==> config.mk <==
export PLATFORM = sky130hd
export DESIGN_NAME = biriscv_conv_unit
export DESIGN_NICKNAME = d
export VERILOG_FILES = /design/src/rtl/biriscv_conv_unit_pkg.sv /design/src/rtl/biriscv_conv_mac.sv /design/src/rtl/biriscv_conv_unit.sv
export SDC_FILE = /design/constraint.sdc
export NUM_CORES = 2
export LEC_CHECK = 0
export CELL_PAD_IN_SITES_DETAIL_PLACEMENT = 1
export CELL_PAD_IN_SITES_GLOBAL_PLACEMENT = 2
export CORE_ASPECT_RATIO = 0.6
export CORE_UTILIZATION = 39
export CTS_CLUSTER_DIAMETER = 100
export CTS_CLUSTER_SIZE = 16
export DETAILED_ROUTE_END_ITERATION = 6
export PLACE_DENSITY_LB_ADDON = 0.1
export SETUP_SLACK_MARGIN = 0.3
export SLEW_MARGIN = 20
export SYNTH_ARGS = -nofsm -noshare
export SYNTH_HDL_FRONTEND = slang
export SYNTH_SLANG_ARGS = --single-unit
==> constraint.sdc <==
create_clock -name clk_i -period 10.7 [get_ports clk_i]
set_input_delay 2.14 -clock clk_i [delete_from_list [all_inputs] [get_ports clk_i]]
set_output_delay 2.14 -clock clk_i [all_outputs]
set_load 0.1 [all_outputs]
==> src/rtl/biriscv_conv_unit_pkg.sv <==
// biriscv_conv_unit_pkg: conv instruction decode constants and FSM state encoding
package biriscv_conv_unit_pkg;
  localparam logic [6:0]  CONV_OPCODE       = 7'h0B;
  localparam logic [31:0] INST_CONV_F3_MASK = 32'h0000707f;
  localparam logic [31:0] INST_CONV_SETBASE = {17'd0, 3'd0, 5'd0, CONV_OPCODE};
  localparam logic [31:0] INST_CONV_SETSIZE = {17'd0, 3'd1, 5'd0, CONV_OPCODE};
  localparam logic [31:0] INST_CONV_RUN     = {17'd0, 3'd2, 5'd0, CONV_OPCODE};
  typedef enum logic [2:0] {
    ST_IDLE,
    ST_REQ_IN,
    ST_WAIT_IN,
    ST_REQ_KER,
    ST_WAIT_KER,
    ST_MAC,
    ST_DONE
  } conv_state_e;
endpackage

==> src/rtl/biriscv_conv_mac.sv <==
// biriscv_conv_mac: signed 32x32 multiply into a wrapping 32-bit accumulator with clear/enable
module biriscv_conv_mac (
  input  logic        clk_i,
  input  logic        rst_i,
  input  logic        clr_i,
  input  logic        en_i,
  input  logic [31:0] a_i,
  input  logic [31:0] b_i,
  output logic [31:0] acc_o
);
  logic [31:0] acc_q, acc_d;
  always_comb acc_d = clr_i ? 32'd0 : en_i ? acc_q + 32'($signed(a_i) * $signed(b_i)) : acc_q;
  always_ff @(posedge clk_i or posedge rst_i) begin
    if (rst_i) acc_q <= '0;
    else acc_q <= acc_d;
  end
  assign acc_o = acc_q;
endmodule

==> src/rtl/biriscv_conv_unit.sv <==
// biriscv_conv_unit: conv custom-instruction exec unit; issue port in, single-outstanding mem read port, rd writeback and busy out
module biriscv_conv_unit
  import biriscv_conv_unit_pkg::*;
#(
  parameter int MAX_K  = 16,
  parameter int ADDR_W = 32
) (
  input  logic              clk_i,
  input  logic              rst_i,
  input  logic              opcode_valid_i,
  input  logic [31:0]       opcode_opcode_i,
  input  logic [4:0]        opcode_rd_idx_i,
  input  logic [31:0]       opcode_ra_operand_i,
  input  logic [31:0]       opcode_rb_operand_i,
  output logic              mem_rd_o,
  output logic [ADDR_W-1:0] mem_addr_o,
  input  logic              mem_accept_i,
  input  logic              mem_ack_i,
  input  logic [31:0]       mem_data_rd_i,
  input  logic              mem_error_i,
  output logic              writeback_valid_o,
  output logic [4:0]        writeback_idx_o,
  output logic [31:0]       writeback_value_o,
  output logic              writeback_error_o,
  output logic              busy_o
);
  localparam int KW = $clog2(MAX_K + 1);
  conv_state_e state_q, state_d;
  logic [ADDR_W-1:0] in_base_q, ker_base_q, in_ptr_q, ker_ptr_q;
  logic [KW-1:0] k_q, tap_q;
  logic [4:0] rd_q;
  logic [31:0] in_word_q, ker_word_q, acc;
  logic err_q, issue, set_base, set_size, run, ack_in, ack_ker, mac_en;
  assign issue    = opcode_valid_i && state_q == ST_IDLE;
  assign set_base = issue && (opcode_opcode_i & INST_CONV_F3_MASK) == INST_CONV_SETBASE;
  assign set_size = issue && (opcode_opcode_i & INST_CONV_F3_MASK) == INST_CONV_SETSIZE;
  assign run      = issue && (opcode_opcode_i & INST_CONV_F3_MASK) == INST_CONV_RUN;
  assign ack_in   = state_q == ST_WAIT_IN && mem_ack_i;
  assign ack_ker  = state_q == ST_WAIT_KER && mem_ack_i;
  assign mac_en   = state_q == ST_MAC;
  always_comb begin
    state_d = state_q;
    unique case (state_q)
      ST_IDLE:     state_d = !run ? ST_IDLE : k_q == '0 ? ST_DONE : ST_REQ_IN;
      ST_REQ_IN:   state_d = mem_accept_i ? ST_WAIT_IN : ST_REQ_IN;
      ST_WAIT_IN:  state_d = !mem_ack_i ? ST_WAIT_IN : mem_error_i ? ST_DONE : ST_REQ_KER;
      ST_REQ_KER:  state_d = mem_accept_i ? ST_WAIT_KER : ST_REQ_KER;
      ST_WAIT_KER: state_d = !mem_ack_i ? ST_WAIT_KER : mem_error_i ? ST_DONE : ST_MAC;
      ST_MAC:      state_d = tap_q + KW'(1) == k_q ? ST_DONE : ST_REQ_IN;
      ST_DONE:     state_d = ST_IDLE;
      default:     state_d = ST_IDLE;
    endcase
  end
  always_ff @(posedge clk_i or posedge rst_i) begin
    if (rst_i) begin
      state_q    <= ST_IDLE;
      in_base_q  <= '0;
      ker_base_q <= '0;
      in_ptr_q   <= '0;
      ker_ptr_q  <= '0;
      k_q        <= '0;
      tap_q      <= '0;
      rd_q       <= '0;
      in_word_q  <= '0;
      ker_word_q <= '0;
      err_q      <= 1'b0;
    end else begin
      state_q <= state_d;
      if (set_base) begin
        in_base_q  <= ADDR_W'(opcode_ra_operand_i & ~32'd3);
        ker_base_q <= ADDR_W'(opcode_rb_operand_i & ~32'd3);
      end
      if (set_size) k_q <= opcode_ra_operand_i > 32'(MAX_K) ? KW'(MAX_K) : KW'(opcode_ra_operand_i);
      if (run) begin
        rd_q      <= opcode_rd_idx_i;
        in_ptr_q  <= in_base_q + ADDR_W'(opcode_ra_operand_i << 2);
        ker_ptr_q <= ker_base_q;
        tap_q     <= '0;
        err_q     <= 1'b0;
      end
      if (ack_in) begin
        in_word_q <= mem_data_rd_i;
        err_q     <= mem_error_i;
      end
      if (ack_ker) begin
        ker_word_q <= mem_data_rd_i;
        err_q      <= mem_error_i;
      end
      if (mac_en) begin
        in_ptr_q  <= in_ptr_q + ADDR_W'(4);
        ker_ptr_q <= ker_ptr_q + ADDR_W'(4);
        tap_q     <= tap_q + KW'(1);
      end
    end
  end
  biriscv_conv_mac u_mac (
    .clk_i (clk_i),
    .rst_i (rst_i),
    .clr_i (run),
    .en_i  (mac_en),
    .a_i   (in_word_q),
    .b_i   (ker_word_q),
    .acc_o (acc)
  );
  assign busy_o            = state_q != ST_IDLE;
  assign mem_rd_o          = state_q == ST_REQ_IN || state_q == ST_REQ_KER;
  assign mem_addr_o        = state_q == ST_REQ_IN ? in_ptr_q : state_q == ST_REQ_KER ? ker_ptr_q : '0;
  assign writeback_valid_o = state_q == ST_DONE;
  assign writeback_idx_o   = writeback_valid_o ? rd_q : '0;
  assign writeback_error_o = writeback_valid_o && err_q;
  assign writeback_value_o = writeback_valid_o && !err_q ? acc : '0;
endmodule

==> metrics.yaml <==
clock_tree:
  cts.sinks: 235
  cts_tree: "done"
  clkSlewWorstSetupHoldPaths_ps: 90
  ctsHoldBuffers: 0
  ctsLongestPathBuffers: 3
  cts-root-buf: "clkbuf_16"
  htreeDepth: 1
  cts_buffers: 20
  clk_latency_ps: 570
  postCtsResizedCells: 0
  cts_setup_buffers: 0
routing:
  drt-initial-drc-count: 1481
  wl_per_cell_um: 23.8
  via_per_inst: 5.33
  routed_wl_um: 99900
  vias: 22300
  first_pass_iters: 5
  drtAntennaViolNets: 0
  drc: 0
timing:
  setup_tns_ps: 0
  min_period_over_period: 0.789
  max_freq_ghz: 0.118
  hold_violations: 0
  worst_slew_pin_slew_ps: 1180
  rsz0062_at_grt: "false"
  setup_viol_count_final: 0
  fin_skew_ps: 26.0
  fin_ws_ps: 2260
  period_needed_ps: 8440
  relSlewSlack: 0.210
  drv_slew: 0
floorplan:
  die_w_um: 357
  start_util: 0.397
  die-area_sq_um: 76700
  rows: 77
  core_sq_um: 74200
  ios: 212
  die_h_um: 215
global_routing:
  grt_pass1_wl_um: 153000
  overflow: 0
  grt_use_total: 0.266
  antenna_found_initial: 6
  grt_pass1_vias: 24300
  grt_max_degree: 121
synth:
  syn_area_per_cell_sq_um: 9.47
  syn_area_sq_um: 29500
  ys_types: 76
  yosys-top-cells-count: "inv_1 (539), fa_1 (439), and2_1 (361), nand2_1 (307), dfrtp_1 (235)"
  synth_top_area_cell: "fa_1"
  synth_seq_area_share: 0.200
  synth-edff-count: 0
  async_flop_share: 1.00
  yosysMostFrequentCell: "inv_1"
  ys_ff_latch: 235
  synth_area_leaders: "fa_1 (30%), dfrtp_1 (20%), ha_1 (7.8%), and2_1 (7.7%), inv_1 (6.9%)"
  netlist_instances: 3112
  yosys_warnings: 0
  ys.flop_type: "dfrtp_1"
  synth_top_area_share: 0.298
placed_design:
  io_buffers: 185
  hpwl_um: 79700
  post-place-ws_ps: 2440
  gp_congestion: 0.881
worst_setup_path:
  reg2reg_to: "u_mac.acc_o[28]"
  r2r_start: "ker_word_q[8]"
  rr_worst_depth: 24
  startpoint_type: "flop"
  crit_family: "adder cells"
  crit_end: "u_mac.acc_o[28]"
  crit_top_cell: "fa_1"
  crit_slowest_cell: "a311oi_1"
  worstPathCellList: "buf_4 -> nand2_1 -> fa_1 -> inv_1 -> fa_1 -> fa_1 -> inv_1 -> fa_1 -> inv_1 -> ha_1 -> ha_1 -> fa_1 -> inv_1 -> fa_1 -> inv_1 -> ha_1 -> and3_1 -> nand4_1 -> a21oi_1 -> o211ai_1 -> a311oi_1 -> o22ai_1 -> xor2_1 -> o21ai_0"
  cp_slowest_stage_delay_ps: 950
  cp_max_fo: 16
  startpoint: "ker_word_q[8]"
  path_depth: 24
  arrival_ps: 8920
  worstPathRequired_ps: 11180
  reg2reg_setup_slack_ps: 2260
  critPathKind: "flop to flop"
  worstPathBufferInverterCount: 6
  end_kind: "flop"
layout:
  num-nets-final: 3957
  areaGrowthSynthToFinish_pct: 11.4
  drive_gt1_frac: 0.0681
min_path:
  hp-class: "flop to flop"
  whs_path_depth: 2
outcome:
  status: "complete, no violations"
run:
  cap_violations: 0
==> cell type report <==
type                            count  area (sq um)
Fill cell                        8452         41400
Sequential cell                   235          5880
Inverter                          539          2030
Clock inverter                      4          46.3
Antenna cell                        1          2.50
Timing Repair Buffer              226          2170
Clock buffer                       23           543
Multi-Input combinational cell   2174         20900
Tap cell                          987          1230
==> through the flow <==
stage	util	cell area [sq um]	hold WS, ps	std cells
global placement	0.434	32200	451	4161
finish	0.442	32800	478	4189
floorplan	-	29500	437	3113
detailed placement	0.434	32200	462	4161
CTS	0.442	32800	486	4188
global route	0.442	32800	521	4188
==> state kept, by name, summed over array words and instances (netlist names), 30 cells and up <==
signal and cells:
in_word_q 32, ker_ptr_q 30, ker_word_q 32, ker_base_q 30, in_base_q 30, in_ptr_q 30, u_mac.acc_o 32
==> worst min path at each step <==
stage                 start       to  slack (ps)
CTS                 rd_q[0]  rd_q[0]         490
global route        rd_q[4]  rd_q[4]         520
detailed placement  rd_q[0]  rd_q[0]         460
global placement    rd_q[3]  rd_q[3]         450
floorplan           rd_q[0]  rd_q[0]         440
finish              rd_q[0]  rd_q[0]         480
==> logic make-up after synthesis <==
family                   after synthesis  share of synthesized area
AND/OR/NAND/NOR                      950                      0.167
other                                  1                   0.000127
adder cells (fa/ha/maj)              622                      0.376
AO/OA/AOI/OAI                        320                     0.0697
multiplexers                         157                     0.0586
XOR/XNOR                             123                     0.0366
flip-flops                           235                      0.200
buffers and inverters                704                     0.0925
==> worst register-to-register path: cells and delay by family, from the launching register on <==
family | cells | cell delay, ps
adder cells (fa/ha/maj) | 9 | 3870
AO/OA/AOI/OAI | 5 | 2080
buffers and inverters | 6 | 610
AND/OR/NAND/NOR | 3 | 650
XOR/XNOR | 1 | 220
flip-flops | 1 | 910
==> layout by cell type, fill, tap and decap left out, types with 23 or more instances in the layout <==
| cell type | instances |
|---|---|
| nor3_1 | 29 |
| and2_1 | 360 |
| mux2i_1 | 32 |
| buf_4 | 40 |
| a21oi_1 | 76 |
| clkdlybuf4s50_1 | 185 |
| inv_1 | 538 |
| fa_1 | 439 |
| nand2_1 | 306 |
| mux2_2 | 125 |
| and3_1 | 23 |
| dfrtp_1 | 234 |
| ha_1 | 183 |
| xor2_1 | 37 |
| xnor2_1 | 86 |
| nand3_1 | 58 |
| o21ai_0 | 96 |
| nor2_1 | 88 |
==> per-layer routing <==
| layer | share of wire | up-vias | routed length (um) | GRT usage |
|---|---|---|---|---|
| li1 | - | 9899 | - | - |
| met1 | 0.52 | 11700 | 52300 | 0.440 |
| met2 | 0.39 | 659 | 38500 | 0.353 |
| met3 | 0.078 | 76 | 7750 | 0.0561 |
| met4 | 0.014 | 0 | 1350 | 0.0342 |
| met5 | 0 | - | 0 | 0 |
Power is not shown: default switching activity piles up to over one toggle a cycle in this logic, so the estimate is an artifact.
